$ cat config.mk
export PLATFORM = sky130hd
export DESIGN_NAME = prog_writer
export DESIGN_NICKNAME = d
export VERILOG_FILES = /design/src/rtl/prog_writer.sv
export SDC_FILE = /design/constraint.sdc
export NUM_CORES = 1
export LEC_CHECK = 0
export CAP_MARGIN = 30
export CORE_UTILIZATION = 38
export CTS_CLUSTER_SIZE = 8
export DETAILED_ROUTE_END_ITERATION = 10
export GPL_TIMING_DRIVEN = 1
export PLACE_DENSITY = 0.62
export SYNTH_ARGS = -nofsm -noshare
export SYNTH_HDL_FRONTEND = slang
export SYNTH_SLANG_ARGS = --single-unit
$ cat constraint.sdc
create_clock -name clk -period 4.4 [get_ports clk]
set_input_delay 0.88 -clock clk [delete_from_list [all_inputs] [get_ports clk]]
set_output_delay 0.88 -clock clk [all_outputs]
set_load 0.01 [all_outputs]
$ cat src/rtl/prog_writer.sv
// prog_writer
//   Builds the matrix-multiplier command program and writes it into program
//   memory, one command per accepted write. For a rows x cols grid of 2x2
//   block products each tile gets eight operand loads (LOAD_A..LOAD_H), four
//   result stores (STORE_J..STORE_M) and one advance command (COLUMN or
//   NEXT_ROW). The last tile's advance slot is replaced by HALT.
//
// Ports
//   clk        system clock, rising edge
//   reset_n    asynchronous active-low reset
//   start      one-cycle build request, sampled only in IDLE
//   rows/cols  tile grid size, captured on an accepted start
//   mem_ready  memory accepts the current write this cycle
//   mem_we     write request
//   mem_addr   write address
//   mem_data   command word
//   busy       program generation in progress
//   done       one-cycle pulse after the HALT write is accepted
//   overflow   sticky: program truncated at the top of memory
//   prog_len   accepted writes in the last program
//   state_dbg  current FSM state encoding
//
// Handshake: a write is accepted on a rising clk edge where mem_we && mem_ready.
// mem_addr, mem_data and the FSM state hold until that edge. mem_we depends
// only on registered state, never on mem_ready.
module prog_writer #(
    parameter int CMD_WIDTH  = 5,
    parameter int ADDR_WIDTH = 8,
    parameter int DIM_WIDTH  = 4,
    parameter int BASE_ADDR  = 0
) (
    input  logic                  clk,
    input  logic                  reset_n,
    input  logic                  start,
    input  logic [DIM_WIDTH-1:0]  rows,
    input  logic [DIM_WIDTH-1:0]  cols,
    input  logic                  mem_ready,
    output logic                  mem_we,
    output logic [ADDR_WIDTH-1:0] mem_addr,
    output logic [CMD_WIDTH-1:0]  mem_data,
    output logic                  busy,
    output logic                  done,
    output logic                  overflow,
    output logic [ADDR_WIDTH:0]   prog_len,
    output logic [2:0]            state_dbg
);

    typedef enum logic [2:0] {
        S_IDLE    = 3'd0,
        S_LOAD    = 3'd1,
        S_STORE   = 3'd2,
        S_ADV     = 3'd3,
        S_HALT_WR = 3'd4,
        S_DONE    = 3'd5
    } state_t;

    localparam logic [CMD_WIDTH-1:0]  OP_LOAD0    = CMD_WIDTH'(1);
    localparam logic [CMD_WIDTH-1:0]  OP_STORE0   = CMD_WIDTH'(9);
    localparam logic [CMD_WIDTH-1:0]  OP_COLUMN   = CMD_WIDTH'(13);
    localparam logic [CMD_WIDTH-1:0]  OP_NEXT_ROW = CMD_WIDTH'(14);
    localparam logic [CMD_WIDTH-1:0]  OP_HALT     = CMD_WIDTH'(31);
    localparam logic [ADDR_WIDTH-1:0] TOP_ADDR    = '1;
    localparam logic [ADDR_WIDTH-1:0] BASE        = ADDR_WIDTH'(BASE_ADDR);
    localparam logic [ADDR_WIDTH:0]   LEN_ONE     = (ADDR_WIDTH+1)'(1);
    localparam logic [DIM_WIDTH-1:0]  DIM_ONE     = DIM_WIDTH'(1);

    state_t               state, state_n;
    logic [2:0]           idx;
    logic [DIM_WIDTH-1:0] r, c, rows_q, cols_q;
    logic                 accept, at_top, truncate, last_col, last_row;

    assign accept    = mem_we && mem_ready;
    assign at_top    = (mem_addr == TOP_ADDR);
    // Any non-HALT command landing on the last address is turned into HALT.
    assign truncate  = mem_we && at_top && (state != S_HALT_WR);
    assign last_col  = (c == cols_q - DIM_ONE);
    assign last_row  = (r == rows_q - DIM_ONE);
    assign state_dbg = state;

    always_ff @(posedge clk or negedge reset_n) begin
        if (!reset_n) state <= S_IDLE;
        else          state <= state_n;
    end

    always_comb begin
        state_n  = state;
        mem_we   = 1'b0;
        mem_data = '0;
        busy     = 1'b0;
        done     = 1'b0;
        case (state)
            S_IDLE: begin
                if (start) begin
                    if (rows == '0 || cols == '0) state_n = S_HALT_WR;
                    else                          state_n = S_LOAD;
                end
            end
            S_LOAD: begin
                mem_we   = 1'b1;
                busy     = 1'b1;
                mem_data = OP_LOAD0 + CMD_WIDTH'(idx);
                if (accept && idx == 3'd7) state_n = S_STORE;
            end
            S_STORE: begin
                mem_we   = 1'b1;
                busy     = 1'b1;
                mem_data = OP_STORE0 + CMD_WIDTH'(idx);
                if (accept && idx == 3'd3) begin
                    if (last_row && last_col) state_n = S_HALT_WR;
                    else                      state_n = S_ADV;
                end
            end
            S_ADV: begin
                mem_we   = 1'b1;
                busy     = 1'b1;
                mem_data = last_col ? OP_NEXT_ROW : OP_COLUMN;
                if (accept) state_n = S_LOAD;
            end
            S_HALT_WR: begin
                mem_we   = 1'b1;
                busy     = 1'b1;
                mem_data = OP_HALT;
                if (accept) state_n = S_DONE;
            end
            S_DONE: begin
                done    = 1'b1;
                state_n = S_IDLE;
            end
            default: state_n = S_IDLE;
        endcase
        if (truncate) begin
            mem_data = OP_HALT;
            if (accept) state_n = S_DONE;
        end
    end

    always_ff @(posedge clk or negedge reset_n) begin
        if (!reset_n) begin
            mem_addr <= BASE;
            prog_len <= '0;
            overflow <= 1'b0;
            idx      <= '0;
            r        <= '0;
            c        <= '0;
            rows_q   <= '0;
            cols_q   <= '0;
        end else if (state == S_IDLE && start) begin
            rows_q   <= rows;
            cols_q   <= cols;
            mem_addr <= BASE;
            prog_len <= '0;
            overflow <= 1'b0;
            idx      <= '0;
            r        <= '0;
            c        <= '0;
        end else if (accept) begin
            prog_len <= prog_len + LEN_ONE;
            // Saturate at the top address; the program ends there anyway.
            if (!at_top) mem_addr <= mem_addr + ADDR_WIDTH'(1);
            if (truncate) overflow <= 1'b1;
            case (state)
                S_LOAD:  idx <= idx + 3'd1;
                S_STORE: idx <= (idx == 3'd3) ? 3'd0 : idx + 3'd1;
                S_ADV: begin
                    if (last_col) begin
                        c <= '0;
                        r <= r + DIM_ONE;
                    end else begin
                        c <= c + DIM_ONE;
                    end
                end
                default: ;
            endcase
        end
    end

endmodule

==> load_flow_metrics.sql <==
INSERT INTO impl_metrics (metric_group, metric, value, unit) VALUES
('placement', 'dp_hpwl', '3.78', 'mm'),
('clock_network', 'numClockSinks', '40', ''),
('yosys', 'syn-cell-area', '2420', 'um2'),
('setup_path', 'path_class', 'reg -> out', ''),
('setup_path', 'crit_path_top_delay_cell', 'sky130_fd_sc_hd__clkdlybuf4s50_1', ''),
('final_layout', 'antennaDiodeCount', '0', ''),
('yosys', 'yosys-top-cells-count', '44 x sky130_fd_sc_hd__nand2_1, 40 x sky130_fd_sc_hd__dfrtp_1, 21 x sky130_fd_sc_hd__nor2_1', ''),
('detailed_routing', 'drt-initial-drc-count', '99', ''),
('detailed_routing', 'num_vias', '1998', ''),
('setup_path', 'critical_path.cell_chain', 'ha_1 > nand3_1 > nor2_1 > o21a_1 > a21oi_1 > o21ai_1 > clkdlybuf4s50_1', ''),
('final_layout', 'area_growth_from_synthesis_to_layout', '23.7', '%'),
('min_path', 'min_path_type', 'reg -> reg', ''),
('clock_network', 'cts.repair.resized', '0', ''),
('yosys', 'post_synth_num_cell_types', '52', ''),
('yosys', 'synthesis.area_per_instance', '9.03', 'um2'),
('yosys', 'ys_seq_elements', '40', ''),
('timing', 'clock.fmax', '305', 'MHz'),
('detailed_routing', 'post_drt_via_cell_ratio', '5.27', ''),
('timing', 'timing_max_transition_violations_final', '0', ''),
('clock_network', 'cts_inserted_buffers', '5', ''),
('power', 'leakage', '1.30', 'nW'),
('timing', 'skew', '0.00316', 'ns'),
('yosys', 'post_synth_edffs', '0', ''),
('placement', 'pre_cts_ws', '1.43', 'ns'),
('yosys', 'synth_area_leaders', 'sky130_fd_sc_hd__dfrtp_1 41%, sky130_fd_sc_hd__nand2_1 6.8%, sky130_fd_sc_hd__ha_1 5.2%, sky130_fd_sc_hd__xnor2_1 4.3%, sky130_fd_sc_hd__xor2_1 4.0%', ''),
('global_route', 'grt_start_max_net_pins', '41', ''),
('floorplan', 'dieHeight', '81.8', 'um'),
('setup_path', 'slowest_delay', '0.55', 'ns'),
('global_route', 'grt_usage', '17.4', '%'),
('yosys', 'post-synth-top-count-cell', 'sky130_fd_sc_hd__nand2_1', ''),
('timing', 'finalWorstPathRequiredPeriod', '3.28', 'ns'),
('setup_path', 'rrSetupSlack', '2.23', 'ns'),
('yosys', 'post-synth-top-area-cell', 'sky130_fd_sc_hd__dfrtp_1', ''),
('setup_path', 'arrival', '2.40', 'ns'),
('timing', 'timing.setup.tns', '0', 'ns'),
('clock_network', 'htree_num_levels', '2', ''),
('detailed_routing', 'wl_per_cell', '13.7', 'um'),
('yosys', 'synth_fp_nets', '290', ''),
('timing', 'layout_setup_ws', '1.12', 'ns'),
('setup_path', 'startpoint_type', 'flop', ''),
('clock_network', 'post_cts_hold_buffer_count', '0', ''),
('job', 'max_cap_viol_count', '0', ''),
('clock_network', 'post-cts-setup-buffers', '0', ''),
('floorplan', 'floorplan.core_area', '6030', 'um2'),
('setup_path', 'required', '3.52', 'ns'),
('timing', 'slew_headroom', '39.4', '%'),
('final_layout', 'nets', '325', ''),
('yosys', 'synth_sequential_area_ratio', '41.3', '%'),
('global_route', 'globalRouteOverflowTotal', '0', ''),
('clock_network', 'master_cell_of_the_clock_root_buffer', 'sky130_fd_sc_hd__clkbuf_8', ''),
('yosys', 'synth-main-ff-cell', 'sky130_fd_sc_hd__dfrtp_1', ''),
('timing', 'unrepaired_setup_endpoints_after_global_routing', 'false', ''),
('power', 'power.ir.vdd_worst', '0.000230', 'V'),
('global_route', 'grt_pass1_vias', '1807', ''),
('floorplan', 'placement_rows', '28', ''),
('timing', 'worst_slew_pin_slew', '0.908', 'ns'),
('clock_network', 'clock_path_buffers', '2', ''),
('run_status', 'result_of_the_run', 'complete, no violations', ''),
('clock_network', 'cts_tree', 'yes', ''),
('setup_path', 'crit_path_max_fo', '9', ''),
('yosys', 'synth_top_area_share', '41.3', '%'),
('floorplan', 'num_io_pins', '41', ''),
('detailed_routing', 'drt-pass1-iter-count', '4', ''),
('yosys', 'synthesis.yosys.warnings', '0', ''),
('yosys', 'gate_count_after_technology_mapping', '268', ''),
('global_route', 'grt_pass1_wl', '8.67', 'mm'),
('final_layout', 'post_route_cells_drive_above_1_share', '6.91', '%'),
('power', 'power_density', '531', 'nW/um2'),
('setup_path', 'critPathCaptureType', 'output pin', ''),
('floorplan', 'floorplan.die_area', '6690', 'um2'),
('placement', 'place.gp.congestion', '0.795', '');
stage by stage:
stage                     std cells  util, %  total power, mW  instance area, um2  hold slack (ns)
final                           379     49.7             1.59                3000            0.499
after global routing            379     49.7             1.72                3000            0.512
after CTS                       379     49.7             1.61                3000            0.502
after detailed placement        371     47.6             1.27                2870            0.491
after global placement          371     47.6             1.27                2870            0.482
after floorplan                 268        -             1.02                2420            0.466
flip-flops by register name, indices dropped and copies added, names as in the netlist:
name	flops
c	4
state_dbg	3
idx	3
prog_len	9
overflow	1
r	4
rows_q	4
mem_addr	8
cols_q	4
kinds of logic after synthesis:
family	after synthesis	synth area share [%]
XOR/XNOR	24	9.25
adder cells (fa/ha/maj)	10	5.17
AO/OA/AOI/OAI	43	11.2
buffers and inverters	21	3.77
flip-flops	40	41.3
multiplexers	6	2.58
AND/OR/NAND/NOR	124	26.7
final cells by class:
type | count | area (um2) | share of cell area [%]
Sequential cell | 40 | 1000 | 33.4
Multi-Input combinational cell | 207 | 1340 | 44.7
Clock buffer | 7 | 96.3 | 3.22
Tap cell | 75 | 93.8 | 3.13
Inverter | 7 | 26.3 | 0.877
Clock inverter | 1 | 30.0 | 1.00
Timing Repair Buffer | 42 | 410 | 13.7
path summary, 6_finish.rpt:
check | endpoint | cells past startpoint | from
max | mem_data[3] | 7 | mem_addr[0]$_DFFE_PN0P_
max in group asynchronous | prog_len[5]$_DFFE_PN0P_ | 1 | reset_n
min | r[3]$_DFFE_PN0P_ | 1 | r[3]$_DFFE_PN0P_
min reg2reg | r[3]$_DFFE_PN0P_ | 1 | r[3]$_DFFE_PN0P_
min in group asynchronous | rows_q[2]$_DFFE_PN0P_ | 1 | reset_n
max reg2reg | mem_addr[5]$_DFFE_PN0P_ | 5 | state_dbg[1]$_DFF_PN0_
worst max-delay path, delay by kind of cell, from the launching register on:
family | cells | cell delay [ns]
buf+inv | 1 | 0.55
fa+ha+maj | 1 | 0.20
simple gates | 2 | 0.54
flops | 1 | 0.41
compound gates | 3 | 0.40
power breakdown:
group | switching [mW] | internal (mW)
sequential | 0.123 | 0.458
combinational | 0.341 | 0.340
clock | 0.126 | 0.200
total | 0.590 | 0.999
metal layers:
layer  routed length [um]  vias to the layer above  global-route usage (%)
met5                    0                        -                       0
li1                     -                     1009                       -
met2                 2190                       52                    24.5
met1                 2650                      931                    25.2
met4                   75                        0                    7.37
met3                  292                        6                    4.00
placed cells by master, fill, tap and decap left out, drive strengths merged, types with 2 or more instances in the layout:
| cell type | count |
|---|---|
| nor2b | 2 |
| nor4 | 4 |
| and3 | 5 |
| mux2i | 4 |
| nor2 | 21 |
| and2 | 3 |
| buf | 3 |
| inv | 7 |
| o21ai | 15 |
| or2 | 2 |
| or3 | 4 |
| clkdlybuf4s50 | 39 |
| clkbuf | 7 |
| mux2 | 2 |
| nor3 | 7 |
| ha | 10 |
| nand3b | 4 |
| dfrtp | 40 |
| a21oi | 15 |
| nand4 | 9 |
| xnor2 | 12 |
| nand2 | 44 |
| nand3 | 13 |
| xor2 | 11 |
Power figures use the tool's default switching activity.
==> RTL change: new RTL, same flow settings <==
Reset style: synchronous (`reset_n`), changed in 2 clocked blocks. Comments in the files are not updated.
--- a/src/rtl/prog_writer.sv
+++ b/src/rtl/prog_writer.sv
@@ -78,5 +78,5 @@
     assign state_dbg = state;
 
-    always_ff @(posedge clk or negedge reset_n) begin
+    always_ff @(posedge clk) begin
         if (!reset_n) state <= S_IDLE;
         else          state <= state_n;
@@ -135,5 +135,5 @@
     end
 
-    always_ff @(posedge clk or negedge reset_n) begin
+    always_ff @(posedge clk) begin
         if (!reset_n) begin
             mem_addr <= BASE;
Function: differs if reset_n is asserted again (counterexample within 4 cycles, from zero or initial values and one cycle with reset_n low); with reset_n held inactive, the same outputs for 10 cycles.
==> RTL change against the original RTL <==
  * First-iteration DRC count is 32% lower
  * Sequential cell count stayed put
  * Setup slack worse by 0.10 ns
  * Utilization is 0.31 points lower
  * Via count is 3.8% lower
  * Routed wire length is 10% lower
  * Cell area is 9.2% lower
  * Area after synthesis is 10% lower
  * Global-route usage is 1.0 points lower
  * Critical path depth stayed put
  * Critical path type unchanged
Power is not compared: it rests on default switching activity, and its combinational part moved more than twofold at a synthesized area within 25%.
==> RTL change: results (changes against the original RTL) <==
{
  "met2_length": {"value": 2.00, "unit": "mm", "change": "-8.8%"},
  "timing.slew.headroom": {"value": 33.8, "unit": "%", "change": "-5.7 points"},
  "startpoint": "cols_q[0]",
  "synth_compound_gate_area_share": {"value": 13.4, "unit": "%", "change": "+2.2 points"},
  "cp_slowest_stage_delay": {"value": 0.62, "unit": "ns", "change": "+0.07 ns"},
  "synth.area.top_cells": "dfxtp_1, ha_1, a21oi_1, nand2_1, xnor2_1",
  "place_hpwl": {"value": 3.33, "unit": "mm", "change": "-12%"},
  "use_met2": {"value": 25.8, "unit": "%", "change": "+1.4 points"},
  "regToRegStartpoint": "state_dbg[0]",
  "wl_met1": {"value": 2.46, "unit": "mm", "change": "-7.2%"},
  "hold_start": "cols_q[1]",
  "crit_arrival": {"value": 2.50, "unit": "ns", "change": "+0.10 ns"},
  "worst_clock_skew": {"value": 0.00451, "unit": "ns", "change": "+0.00135 ns"},
  "detail_route.vias_per_cell": {"value": 5.13, "change": "-2.8%"},
  "met3WireLength": {"value": 149, "unit": "um", "change": "-49%"},
  "postPlaceCellArea": {"value": 2590, "unit": "um^2", "change": "-9.6%"},
  "maximum_number_of_pins_on_one_net_before_global_route_repair": {"value": 30, "change": "-27%"},
  "global_route.usage.total": {"value": 16.3, "unit": "%", "change": "-1.0 points"},
  "outcome": "complete, no violations",
  "ys_seq_area_share": {"value": 37.0, "unit": "%", "change": "-4.4 points"},
  "synth-xor-area-share": {"value": 11.2, "unit": "%", "change": "+2.0 points"},
  "num-nets-final": {"value": 324, "change": "-0.31%"},
  "adder_cell_area_share_of_the_yosys_netlist": {"value": 5.77, "unit": "%", "change": "+0.61 points"},
  "grt_pass1_vias": {"value": 1774, "change": "-1.8%"},
  "synth_commonest_cells": "dfxtp_1, nand2_1, nor2_1",
  "wire_per_inst": {"value": 12.5, "unit": "um", "change": "-9.2%"},
  "synth.distinct_cells": {"value": 42, "change": "-19%"},
  "grt_pass1_wl": {"value": 7.91, "unit": "mm", "change": "-8.8%"},
  "use_met1": {"value": 21.8, "unit": "%", "change": "-3.5 points"},
  "ys_async_sr_fraction": {"value": 0, "unit": "%", "change": "-100 points"}
}
[RTL change: worst register-to-register path: stages (launching register included)]
cell	delay (ns)
dfxtp_1	0.46
nor2_1	0.43
nand3b_1	0.37
nand2_1	0.85
nor4_1	0.10
o21bai_1	0.19
[RTL change: final timing paths]
kind / to / slack [ns] / cells after the start
setup / recovery: mem_data[0] / 1.02 / 7
hold / removal: cols_q[1] / 0.48 / 2
setup reg to reg: r[0] / 1.90 / 5
hold reg to reg: cols_q[1] / 0.48 / 2
[RTL change: kinds of logic after synthesis]
kind of cell               count (synthesis)
buffers and inverters                     21
and+or+nand+nor                          119
adders and majority gates                 10
AOI/OAI and AO/OA                         49
xor gates and xnor gates                  26
muxes                                      2
DFF                                       40
[RTL change: through the flow]
step	hold slack [ns]	cells	setup WS, ns	utilization (%)
after floorplan	0.448	267	1.87	-
after global placement	0.468	367	1.38	47.1
after detailed placement	0.468	367	1.37	47.1
after CTS	0.483	375	0.998	49.4
after global routing	0.494	375	0.887	49.4
final	0.478	375	1.02	49.4
[RTL change: cell type report]
| cell class | instances | area, um^2 | area share (%) |
|---|---|---|---|
| clock buffer | 7 | 96.3 | 3.54 |
| timing repair buffer | 40 | 400 | 14.7 |
| tap | 72 | 90.1 | 3.31 |
| multi-input combinational | 206 | 1270 | 46.6 |
| inverter | 9 | 33.8 | 1.24 |
| sequential | 40 | 801 | 29.4 |
| clock inverter | 1 | 30.0 | 1.10 |
[RTL change: power by group through the flow]
stage / combinational (W) / sequential (W) / clock (W)
global placement: 0.000102 / 0.000391 / 0
floorplan: 0.0000702 / 0.000386 / 0
global route: 0.000113 / 0.000384 / 0.000354
detailed placement: 0.000102 / 0.000391 / 0
CTS: 0.000103 / 0.000382 / 0.000339
finish: 0.000102 / 0.000382 / 0.000328
